[config.mk]
export PLATFORM = sky130hd
export DESIGN_NAME = morse_sequencer
export DESIGN_NICKNAME = d
export VERILOG_FILES = /design/src/rtl/morse_sequencer.sv
export SDC_FILE = /design/constraint.sdc
export NUM_CORES = 1
export LEC_CHECK = 0
export CORE_MARGIN = 5
export CORE_UTILIZATION = 65
export DETAILED_ROUTE_END_ITERATION = 6
export GPL_TIMING_DRIVEN = 0
export PLACE_DENSITY = 0.85
export SYNTH_ARGS = -nofsm -noshare
export SYNTH_HDL_FRONTEND = slang
export SYNTH_SLANG_ARGS = --single-unit
[constraint.sdc]
create_clock -name clk -period 6.4 [get_ports clk]
set_clock_uncertainty 0.05 [all_clocks]
set_input_delay 1.6 -clock clk [delete_from_list [all_inputs] [get_ports clk]]
set_output_delay 1.6 -clock clk [all_outputs]
set_load 0.1 [all_outputs]
[src/rtl/morse_sequencer.sv]
// Morse playback engine: buffers packed characters in a small FIFO and plays
// each symbol with dot-unit timing, including symbol, character and word gaps.
module morse_sequencer #(
  parameter int NSYM       = 5,
  parameter int DEPTH      = 4,
  parameter int UNIT_CYC   = 5000000,
  parameter int DASH_UNITS = 3,
  parameter int CGAP_UNITS = 3,
  parameter int WGAP_UNITS = 4
) (
  input  logic                   clk,
  input  logic                   reset,
  input  logic                   wr_en,
  input  logic [2*NSYM-1:0]      wr_data,
  input  logic                   abort,
  output logic                   tone,
  output logic                   short,
  output logic                   long,
  output logic                   busy,
  output logic                   full,
  output logic [$clog2(DEPTH):0] count,
  output logic                   overflow,
  output logic                   char_done
);

  localparam int W  = 2 * NSYM;
  localparam int PW = $clog2(DEPTH);
  localparam int CW = PW + 1;
  localparam int IW = (NSYM > 1) ? $clog2(NSYM) : 1;

  // GAP already supplies one unit of the character gap, so CGAP holds the rest
  localparam int  CG_UNITS  = (CGAP_UNITS > 1) ? CGAP_UNITS - 1 : 1;
  localparam bit  HAS_CGAP  = (CGAP_UNITS > 1);
  localparam int  MAXU_A    = (DASH_UNITS > WGAP_UNITS) ? DASH_UNITS : WGAP_UNITS;
  localparam int  MAXU      = (MAXU_A > CG_UNITS) ? MAXU_A : CG_UNITS;
  localparam int  TMAX      = MAXU * UNIT_CYC;
  localparam int  TW        = (TMAX > 1) ? $clog2(TMAX) : 1;

  localparam logic [TW-1:0] T_DOT  = TW'(UNIT_CYC - 1);
  localparam logic [TW-1:0] T_DASH = TW'(DASH_UNITS * UNIT_CYC - 1);
  localparam logic [TW-1:0] T_CGAP = TW'(CG_UNITS * UNIT_CYC - 1);
  localparam logic [TW-1:0] T_WGAP = TW'(WGAP_UNITS * UNIT_CYC - 1);

  localparam logic [2:0] IDLE = 3'd0;
  localparam logic [2:0] TONE = 3'd1;
  localparam logic [2:0] GAP  = 3'd2;
  localparam logic [2:0] CGAP = 3'd3;
  localparam logic [2:0] WGAP = 3'd4;

  logic [2:0]    state_q, state_d;
  logic [TW-1:0] tmr_q, tmr_d;
  logic [W-1:0]  sr_q, sr_d;
  logic [IW-1:0] idx_q, idx_d;
  logic          dash_q, dash_d;
  logic [W-1:0]  mem_q [DEPTH];
  logic [W-1:0]  mem_d [DEPTH];
  logic [PW-1:0] wr_ptr_q, wr_ptr_d;
  logic [PW-1:0] rd_ptr_q, rd_ptr_d;
  logic [CW-1:0] count_q, count_d;
  logic          ovf_q, ovf_d;
  logic          tone_q, tone_d;
  logic          short_q, short_d;
  logic          long_q, long_d;
  logic          done_q, done_d;

  logic          pop, push, fifo_full, tmr_done, next_end;
  logic [TW-1:0] tmr_last;
  logic [W-1:0]  head, nxt_sr;

  function automatic logic [2:0] sym_state(input logic [1:0] s);
    case (s)
      2'b01, 2'b10: sym_state = TONE;
      2'b11:        sym_state = WGAP;
      default:      sym_state = IDLE;
    endcase
  endfunction

  assign fifo_full = (count_q == CW'(DEPTH));
  assign head      = mem_q[rd_ptr_q];
  assign nxt_sr    = sr_q >> 2;
  assign next_end  = (idx_q == IW'(NSYM - 1)) || (nxt_sr[1:0] == 2'b00);
  assign tmr_done  = (tmr_q == tmr_last);

  always_comb begin
    case (state_q)
      TONE:    tmr_last = dash_q ? T_DASH : T_DOT;
      CGAP:    tmr_last = T_CGAP;
      WGAP:    tmr_last = T_WGAP;
      default: tmr_last = T_DOT;
    endcase
  end

  // Playback FSM; every state change restarts the cycle timer
  always_comb begin
    state_d = state_q;
    tmr_d   = tmr_q + TW'(1);
    sr_d    = sr_q;
    idx_d   = idx_q;
    dash_d  = dash_q;
    done_d  = 1'b0;
    pop     = 1'b0;

    case (state_q)
      IDLE: begin
        tmr_d = '0;
        if (count_q != '0) begin
          pop     = 1'b1;
          sr_d    = head;
          idx_d   = '0;
          dash_d  = head[1] & ~head[0];
          state_d = sym_state(head[1:0]);
          if (head[1:0] == 2'b00) done_d = 1'b1;
        end
      end
      TONE: begin
        if (tmr_done) begin
          state_d = GAP;
          tmr_d   = '0;
        end
      end
      GAP, WGAP: begin
        if (tmr_done) begin
          tmr_d = '0;
          if (next_end) begin
            if (HAS_CGAP) begin
              state_d = CGAP;
            end else begin
              state_d = IDLE;
              done_d  = 1'b1;
            end
          end else begin
            sr_d    = nxt_sr;
            idx_d   = idx_q + IW'(1);
            dash_d  = nxt_sr[1] & ~nxt_sr[0];
            state_d = sym_state(nxt_sr[1:0]);
          end
        end
      end
      CGAP: begin
        if (tmr_done) begin
          state_d = IDLE;
          tmr_d   = '0;
          done_d  = 1'b1;
        end
      end
      default: begin
        state_d = IDLE;
        tmr_d   = '0;
      end
    endcase

    if (abort) begin
      state_d = IDLE;
      tmr_d   = '0;
      done_d  = 1'b0;
      pop     = 1'b0;
    end
  end

  // A pop in the same cycle frees a slot, so a write to a full FIFO still lands
  always_comb begin
    push     = wr_en && !abort && (!fifo_full || pop);
    mem_d    = mem_q;
    wr_ptr_d = wr_ptr_q;
    rd_ptr_d = rd_ptr_q;
    count_d  = count_q + CW'(push) - CW'(pop);
    ovf_d    = ovf_q | (wr_en & ~push);
    if (push) begin
      mem_d[wr_ptr_q] = wr_data;
      wr_ptr_d        = wr_ptr_q + PW'(1);
    end
    if (pop) rd_ptr_d = rd_ptr_q + PW'(1);
    if (abort) begin
      wr_ptr_d = '0;
      rd_ptr_d = '0;
      count_d  = '0;
      ovf_d    = 1'b0;
    end
  end

  always_comb begin
    tone_d  = (state_d == TONE);
    short_d = tone_d & ~dash_d;
    long_d  = tone_d & dash_d;
  end

  always_ff @(posedge clk or posedge reset) begin
    if (reset) begin
      state_q  <= IDLE;
      tmr_q    <= '0;
      sr_q     <= '0;
      idx_q    <= '0;
      dash_q   <= 1'b0;
      wr_ptr_q <= '0;
      rd_ptr_q <= '0;
      count_q  <= '0;
      ovf_q    <= 1'b0;
      tone_q   <= 1'b0;
      short_q  <= 1'b0;
      long_q   <= 1'b0;
      done_q   <= 1'b0;
      for (int i = 0; i < DEPTH; i++) mem_q[i] <= '0;
    end else begin
      state_q  <= state_d;
      tmr_q    <= tmr_d;
      sr_q     <= sr_d;
      idx_q    <= idx_d;
      dash_q   <= dash_d;
      wr_ptr_q <= wr_ptr_d;
      rd_ptr_q <= rd_ptr_d;
      count_q  <= count_d;
      ovf_q    <= ovf_d;
      tone_q   <= tone_d;
      short_q  <= short_d;
      long_q   <= long_d;
      done_q   <= done_d;
      for (int i = 0; i < DEPTH; i++) mem_q[i] <= mem_d[i];
    end
  end

  assign tone      = tone_q;
  assign short     = short_q;
  assign long      = long_q;
  assign busy      = (state_q != IDLE) || (count_q != '0);
  assign full      = fifo_full;
  assign count     = count_q;
  assign overflow  = ovf_q;
  assign char_done = done_q;

endmodule

# Word-level counts from Yosys, hierarchy flattened
# Cells that the tools add are included.
# op_classes
n_addsub	6
multipliers	0
n_div	0
magnitude_cmp	3
eq_ne	17
shifts	0
mux	46
bitwise	12
reduce_logical	21
# ops
op	count
$mux W25	3
$pmux W25 S3	1
$mux W10	6
$bwmux W40	1
$mux W3	10
$add A25 B1 Y25 const B	1
$eq A25 B25 Y1	1
$mux W24	1
$bmux W10 S2	1
$demux W10 S2	1
$pmux W10 S2	1
$pmux W3 S2	3
$pmux W3 S4	1
$mux W1	11
$eq A3 B3 Y1 const B	3
$eq A2 B2 Y1 const B	4
$mux W2	4
$eq A3 B1 Y1 const B	2
$eq A3 B2 Y1 const B	2
$ge A3 B3 Y1 const B	2
$ne A2 B2 Y1 const B	3
$not A2 Y3	2
$reduce_bool A2 Y1	3
$reduce_bool A3 Y1	2
other kinds (18)	36
# totals
reg_bits	94
latch_bits	0
ramBits	0
romBits	0
output_inout_bits	10
wordCells	122
mem_count	0

# Longest topological paths before layout
# Gate-level depths: netlist of run 1.
# depth
word_depth	12
mapped_depth	13
depth_no_buf	11

# Worst setup path before layout of run 1
# OpenSTA, ideal clock, no wires.
# synth_timing
path_type	reg2out
start	reg count_q[2], in the netlist count[2]
end	out full
arrival_ns	3.358
required_ns	4.750
slack_ns	1.392
path_stages_with_launch	2
n_path_buf	0
path_cell_list	dfrtp_1 > nor3b_1
# synth_between
elab_chain_cells	1
# synth_lines
element	line	text
start: declaration	59	logic [CW-1:0] count_q, count_d;
start signal: assignment	211	count_q <= count_d;
$eq A3 B3 Y1	78	assign fifo_full = (count_q == CW'(DEPTH));
end: declaration	20	output logic full,
# No other way between the ends.

# Final worst setup path of run 1
# layout_timing
start	reg state_q[0]
end	out busy
# layout_between
elab_chain_cells	2
# layout_lines
element	line	text
start: declaration	50	logic [2:0] state_q, state_d;
start signal: assignment	204	state_q <= state_d;
$reduce_bool A3 Y1	224	assign busy = (state_q != IDLE) || (count_q != '0);
$logic_or A1 B1 Y1	224	
end: declaration	19	output logic busy,
# No other way between the ends.

==> flow_summary.toml, run 1 <==
[cts]
ctsHoldBuffers = 0
cts_root_buf = "clkbuf_8"
cts-htree-levels = 3
cts_sinks = 92
postCtsResizedCells = 0
clock_path_buffers = 2
path_clk_slew_ns = 0.09
cts_post_setup_buffers_inserted = 0
cts_tree = "yes"
cts_made_buffers = 9
clock_latency_ns = 0.35

[setup_path]
worstPathArrival_ns = 2.58
critPathKind = "reg -> out"
startpoint_type = "register"
r2r_cells = 9
endpoint_kind = "output pin"
cp_max_fo = 10
required_ns = 4.75

[synth]
synth_seq_cells = 92
synth.top_cells.by_area = "dfrtp_1 49%, mux2_2 10%, mux4_2 4.8%"
syn_inst = 396
synth_common_cells = "92 x dfrtp_1, 45 x nor2_1, 42 x mux2_2"
synthArstFlopShare_pct = 100
synth_edf_count = 0
synth_nets = 426
synth_top_area_share_pct = 49.3
yosysMostFrequentCell = "dfrtp_1"
synth_top_area_cell = "dfrtp_1"
synth_flop_cell = "dfrtp_1"
yosys_warnings = 0
synth_cell_types = 53
ys_seq_area_share_pct = 49.3
avgSynthCellArea_um2 = 11.8
synth_area_mm2 = 0.00467

[global_route]
grt_first_pass_wirelength_mm = 15.8
grt-ovfl-total = 0
grtUsageTotal_pct = 23.1
grt_max_degree = 73
grt_pass1_vias = 3283
antenna_found_initial = 0

[power]
pwr-share-clk_pct = 21.5
seq_power_share_pct = 38.7
finalPower_mw = 2.17
switching_share_pct = 36.9
p_switching_mw = 0.801
p_comb_share_pct = 39.7
p_leak_nw = 2.30
power_density_mw_per_mm2 = 410
ir_drop_mv = 0.256
internal_power_mw = 1.37

[layout]
final_layout_size_suffix_gt1_share_pct = 19.0
final_core_utilization_pct = 74.3
area_growth_syn_to_layout_pct = 13.5
antenna_cells = 0
final_cells = 535
final_nets = 461

[drt]
ant_nets = 0
totalWireLength_mm = 8.97
via_per_inst = 5.69
dr.pass1.iters = 4
detail_route.wl_per_cell_um = 16.8
route.detailed.drc = 0
initialDrtViolationCount = 154
via_count = 3042

[floorplanning]
core_mm2 = 0.00714
die_w_um = 94.8
die_h_um = 94.8
initial_utilization_pct = 65.4
die_area_mm2 = 0.00898
io_pins = 24
rows = 31

[timing]
fmax_ghz = 0.236
rsz0062_at_grt = "false"
tightest_slew_ns = 0.983
finalCriticalPeriod_ns = 4.23
setup_tns_ns = 0
setup_viol = 0
timing.final.ws_setup_ns = 2.17
maxSlewHeadroom_pct = 34.3
hold_viol = 0
post-route-period-util_pct = 66.1
drv_slew = 0

[hold_path]
min_path_cells = 1
hold_class = "reg -> reg"

[status]
outcome = "complete, no violations"

[place]
gp_congestion = 0.844
dpl.hpwl_mm = 6.36
place_inst = 519
pre_cts_ws_ns = 2.34
portBuffers = 23

[job]
maxCapViolations = 0
==> path summary, 6_finish.rpt <==
| kind | startpoint | endpoint | slack, ns |
|---|---|---|---|
| min in group asynchronous | reset | wr_ptr_q[1]$_DFFE_PP0P_ | 1.49 |
| max in group asynchronous | reset | tmr_q[12]$_DFF_PP0_ | 4.18 |
| min reg2reg | tmr_q[0]$_DFF_PP0_ | tmr_q[0]$_DFF_PP0_ | 0.44 |
| min | tmr_q[0]$_DFF_PP0_ | tmr_q[0]$_DFF_PP0_ | 0.44 |
| max | state_q[0]$_DFF_PP0_ | busy | 2.17 |
| max reg2reg | rd_ptr_q[1]$_DFFE_PP0P_ | long$_DFF_PP0_ | 3.28 |
==> registers in the layout, indices dropped and copies added, names as in the netlist, 2 cells and up <==
name      cells
sr_q          8
mem_q        40
state_q       3
idx_q         3
rd_ptr_q      2
count         3
tmr_q        25
wr_ptr_q      2
==> metrics by stage <==
step           instance area, µm²  hold WS, ns
4_1_cts                      5300        0.445
5_1_grt                      5300        0.477
2_1_floorplan                4670        0.397
3_5_place_dp                 5050        0.432
6_report                     5300        0.442
3_3_place_gp                 5020        0.418
==> power groups by stage <==
| stage | registers, mW | logic, mW | clock network [mW] |
|---|---|---|---|
| final | 0.841 | 0.863 | 0.468 |
| after global placement | 0.834 | 0.831 | 0 |
| after CTS | 0.840 | 0.871 | 0.477 |
| after floorplan | 0.913 | 0.590 | 0 |
| after global routing | 0.863 | 0.946 | 0.504 |
| after detailed placement | 0.847 | 0.864 | 0 |
==> placed cells by master (no fill, tap or decap), types with 11 or more instances in the layout <==
master and n:
nor2_1 45, nand2_1 19, dfrtp_1 92, xnor2_1 14, clkdlybuf4s50_1 23, nand3_1 11
xor2_1 16, ha_1 15, inv_1 19, mux2_2 42, mux2i_1 12
==> area by class of cell <==
cell class	instances	area [µm²]
buffer	10	50.0
clock buffer	9	124
clock inverter	7	123
fill	482	1840
inverter	20	77.6
multi-input combinational	274	2240
sequential	92	2300
tap	99	124
timing repair buffer	24	258
==> cell families after synthesis <==
kind of cell / after synthesis / synth area share [%]
DFF: 92 / 49.3
and+or+nand+nor: 132 / 14.6
AOI/OAI and AO/OA: 32 / 5.81
adders and majority gates: 16 / 4.45
xor gates and xnor gates: 30 / 5.63
buffers and inverters: 30 / 2.68
muxes: 64 / 17.5
==> layer usage <==
| metal | track usage (%) | part of all wire (%) | up-vias |
|---|---|---|---|
| li1 | - | - | 1459 |
| met1 | 29.0 | 42 | 1497 |
| met2 | 38.2 | 52 | 62 |
| met3 | 4.78 | 3.7 | 24 |
| met4 | 11.1 | 2.5 | 0 |
| met5 | 0 | 0 | - |
==> worst max-delay path: stages, from the launching register on <==
cell and delay (ns):
dfrtp_1 0.36, buf_2 0.18, or3_1 0.35, clkbuf_1 0.17, nand2b_1 0.17, clkdlybuf4s50_1 0.99
(Power assumes the default switching activity.)
==> inputs of run 2 (changes only) <==
--- a/config.mk
+++ b/config.mk
@@ -6,10 +6,10 @@
 export NUM_CORES = 1
 export LEC_CHECK = 0
 export CORE_MARGIN = 5
-export CORE_UTILIZATION = 65
+export CORE_UTILIZATION = 54
 export DETAILED_ROUTE_END_ITERATION = 6
 export GPL_TIMING_DRIVEN = 0
-export PLACE_DENSITY = 0.85
+export PLACE_DENSITY = 0.76
 export SYNTH_ARGS = -nofsm -noshare
 export SYNTH_HDL_FRONTEND = slang
 export SYNTH_SLANG_ARGS = --single-unit
==> constraint.sdc (replaced) <==
create_clock -name clk -period 3.5 [get_ports clk]
set_clock_uncertainty 0.05 [all_clocks]
set_input_delay 0.875 -clock clk [delete_from_list [all_inputs] [get_ports clk]]
set_output_delay 0.875 -clock clk [all_outputs]
set_load 0.1 [all_outputs]
==> run 2 against run 1 <==
Against the previous run:
- global-route usage fell by 4.5 points
- count of clock-buffer cells in the layout did not move
- design area shrank 0.66%
- worst hold slack is essentially flat
- flip-flop and latch count is the same
- largest power group unchanged
==> flow_summary.toml, run 2 (synthesis results as in run 1) <==
[status]
outcome = "complete, no violations"

[global_route]
grt-ovfl-total = 0
antenna_found_initial = 0
grtUsageTotal_pct = 18.6
grt_pass1_vias = 3221
grt_first_pass_wirelength_mm = 15.4
grt_max_degree = 49

[cts]
cts_root_buf = "clkbuf_8"
clock_path_buffers = 2
cts_tree = "yes"
cts-htree-levels = 3
cts_post_setup_buffers_inserted = 0
cts_made_buffers = 9
clock_latency_ns = 0.36
cts_sinks = 92
path_clk_slew_ns = 0.10

[layout]
top_regs = "mem_q x40, tmr_q x25, sr_q x8"
final_nets = 461
largest_reg_flops = 40
antenna_cells = 0
final_core_utilization_pct = 61.3
final_cells = 544
design_area_mm2 = 0.00527
final_cell_mix = "92 x dfrtp_1, 45 x nor2_1, 42 x mux2_2"
largest-register = "mem_q"
final_layout_size_suffix_gt1_share_pct = 19.3
final_common_cell = "dfrtp_1"
area_growth_syn_to_layout_pct = 12.8
fillers = 706

[job]
maxCapViolations = 0

[timing]
tightest_slew_ns = 0.970
timing.final.ws_setup_ns = 0.286
rsz0062_at_grt = "false"
holdWs_ns = 0.442
drv_slew = 0
post-route-period-util_pct = 91.8
finalCriticalPeriod_ns = 3.21
setup_viol = 0
maxSlewHeadroom_pct = 35.1
hold_viol = 0
fmax_ghz = 0.311

[place]
dpl.hpwl_mm = 6.47
place_inst = 528
dpl_cell_area_mm2 = 0.00508
portBuffers = 23
pre_cts_ws_ns = 0.158
gp_congestion = 0.829

[floorplanning]
die_w_um = 103
initial_utilization_pct = 54.4
rows = 34
core_mm2 = 0.00859
io_pins = 24
die_area_mm2 = 0.0106
die_h_um = 103

[setup_path]
endpoint_kind = "output pin"
required_ns = 2.57
cpPeakStageDelay_ns = 0.85
startpoint_type = "register"
critical_path.top_delay_family = "buffers and inverters"
worstPathArrival_ns = 2.29
critPathKind = "reg -> out"
crit_chain = "buf_2 > or3_1 > clkbuf_1 > nand2b_1 > dlygate4sd2_1"
crit_buf_inv = 3
cp_max_fo = 10
crit_path_top_delay_cell = "dlygate4sd2_1"

[power]
power_density_mw_per_mm2 = 720
ir_drop_mv = 0.359
p_leak_nw = 2.29

[drt]
via_count = 3037
route.detailed.drc = 0
initialDrtViolationCount = 121
via_per_inst = 5.58
dr.pass1.iters = 4
detail_route.wl_per_cell_um = 16.5
totalWireLength_mm = 8.95
ant_nets = 0

[hold_path]
hold_class = "reg -> reg"
==> run 2: area by class of cell <==
| class | instances | area (µm²) | share of cell area (%) |
|---|---|---|---|
| plain buffers | 10 | 50.0 | 0.950 |
| clock buffers | 9 | 124 | 2.35 |
| clock inverters | 7 | 66.3 | 1.26 |
| inverters | 20 | 77.6 | 1.47 |
| multi-input cells | 274 | 2250 | 42.8 |
| flip-flops and latches | 92 | 2300 | 43.7 |
| well taps | 108 | 135 | 2.57 |
| repair buffers | 24 | 256 | 4.87 |
==> run 2: what timing repair did <==
| action | 4_1_cts | 5_1_grt |
|---|---|---|
| gates resized for setup | 1 | 0 |
| endpoints found under the setup margin | 1 | 0 |
| hold buffers | 0 | 0 |
==> run 2: path summary, 6_finish.rpt <==
| check | slack, ns | endpoint | start | cells after the start |
|---|---|---|---|---|
| setup reg to reg | 0.39 | short$_DFF_PP0_ | rd_ptr_q[1]$_DFFE_PP0P_ | 9 |
| setup / recovery | 0.29 | busy | state_q[0]$_DFF_PP0_ | 5 |
| min in group asynchronous | 0.88 | mem_q[21]$_DFFE_PP0P_ | reset | 2 |
| hold / removal | 0.44 | tmr_q[0]$_DFF_PP0_ | tmr_q[0]$_DFF_PP0_ | 1 |
| max in group asynchronous | 1.89 | tmr_q[6]$_DFF_PP0_ | reset | 3 |
| hold reg to reg | 0.44 | tmr_q[0]$_DFF_PP0_ | tmr_q[0]$_DFF_PP0_ | 1 |
==> run 2: power breakdown <==
| group | switching, mW | internal [mW] | total, mW |
|---|---|---|---|
| Clock | 0.411 | 0.277 | 0.688 |
| Combinational | 0.909 | 0.665 | 1.57 |
| Sequential | 0.172 | 1.36 | 1.53 |
==> run 2: metal layers <==
layer | up-vias | track usage, % | part of all wire (%)
li1 | 1468 | - | -
met1 | 1513 | 23.8 | 44
met2 | 43 | 31.1 | 51
met3 | 13 | 3.38 | 2.6
met4 | 0 | 7.57 | 2.0
met5 | - | 0 | 0
==> run 2: worst reg2reg max path, stage by stage, from the launching register on <==
cell and delay [ns]:
dfrtp_1 0.40, buf_1 0.57, mux4_2 0.65, inv_1 0.09, ha_1 0.23, and2_1 0.14
o21ai_0 0.24, a2111oi_0 0.13, mux2_2 0.34, and2_1 0.17
==> run 2: metrics by stage <==
step	TNS, ns	power (mW)
after floorplan	0	2.76
after global placement	-101.00	3.06
after detailed placement	0	3.15
after CTS	0	3.84
after global routing	0	4.04
final	0	3.79
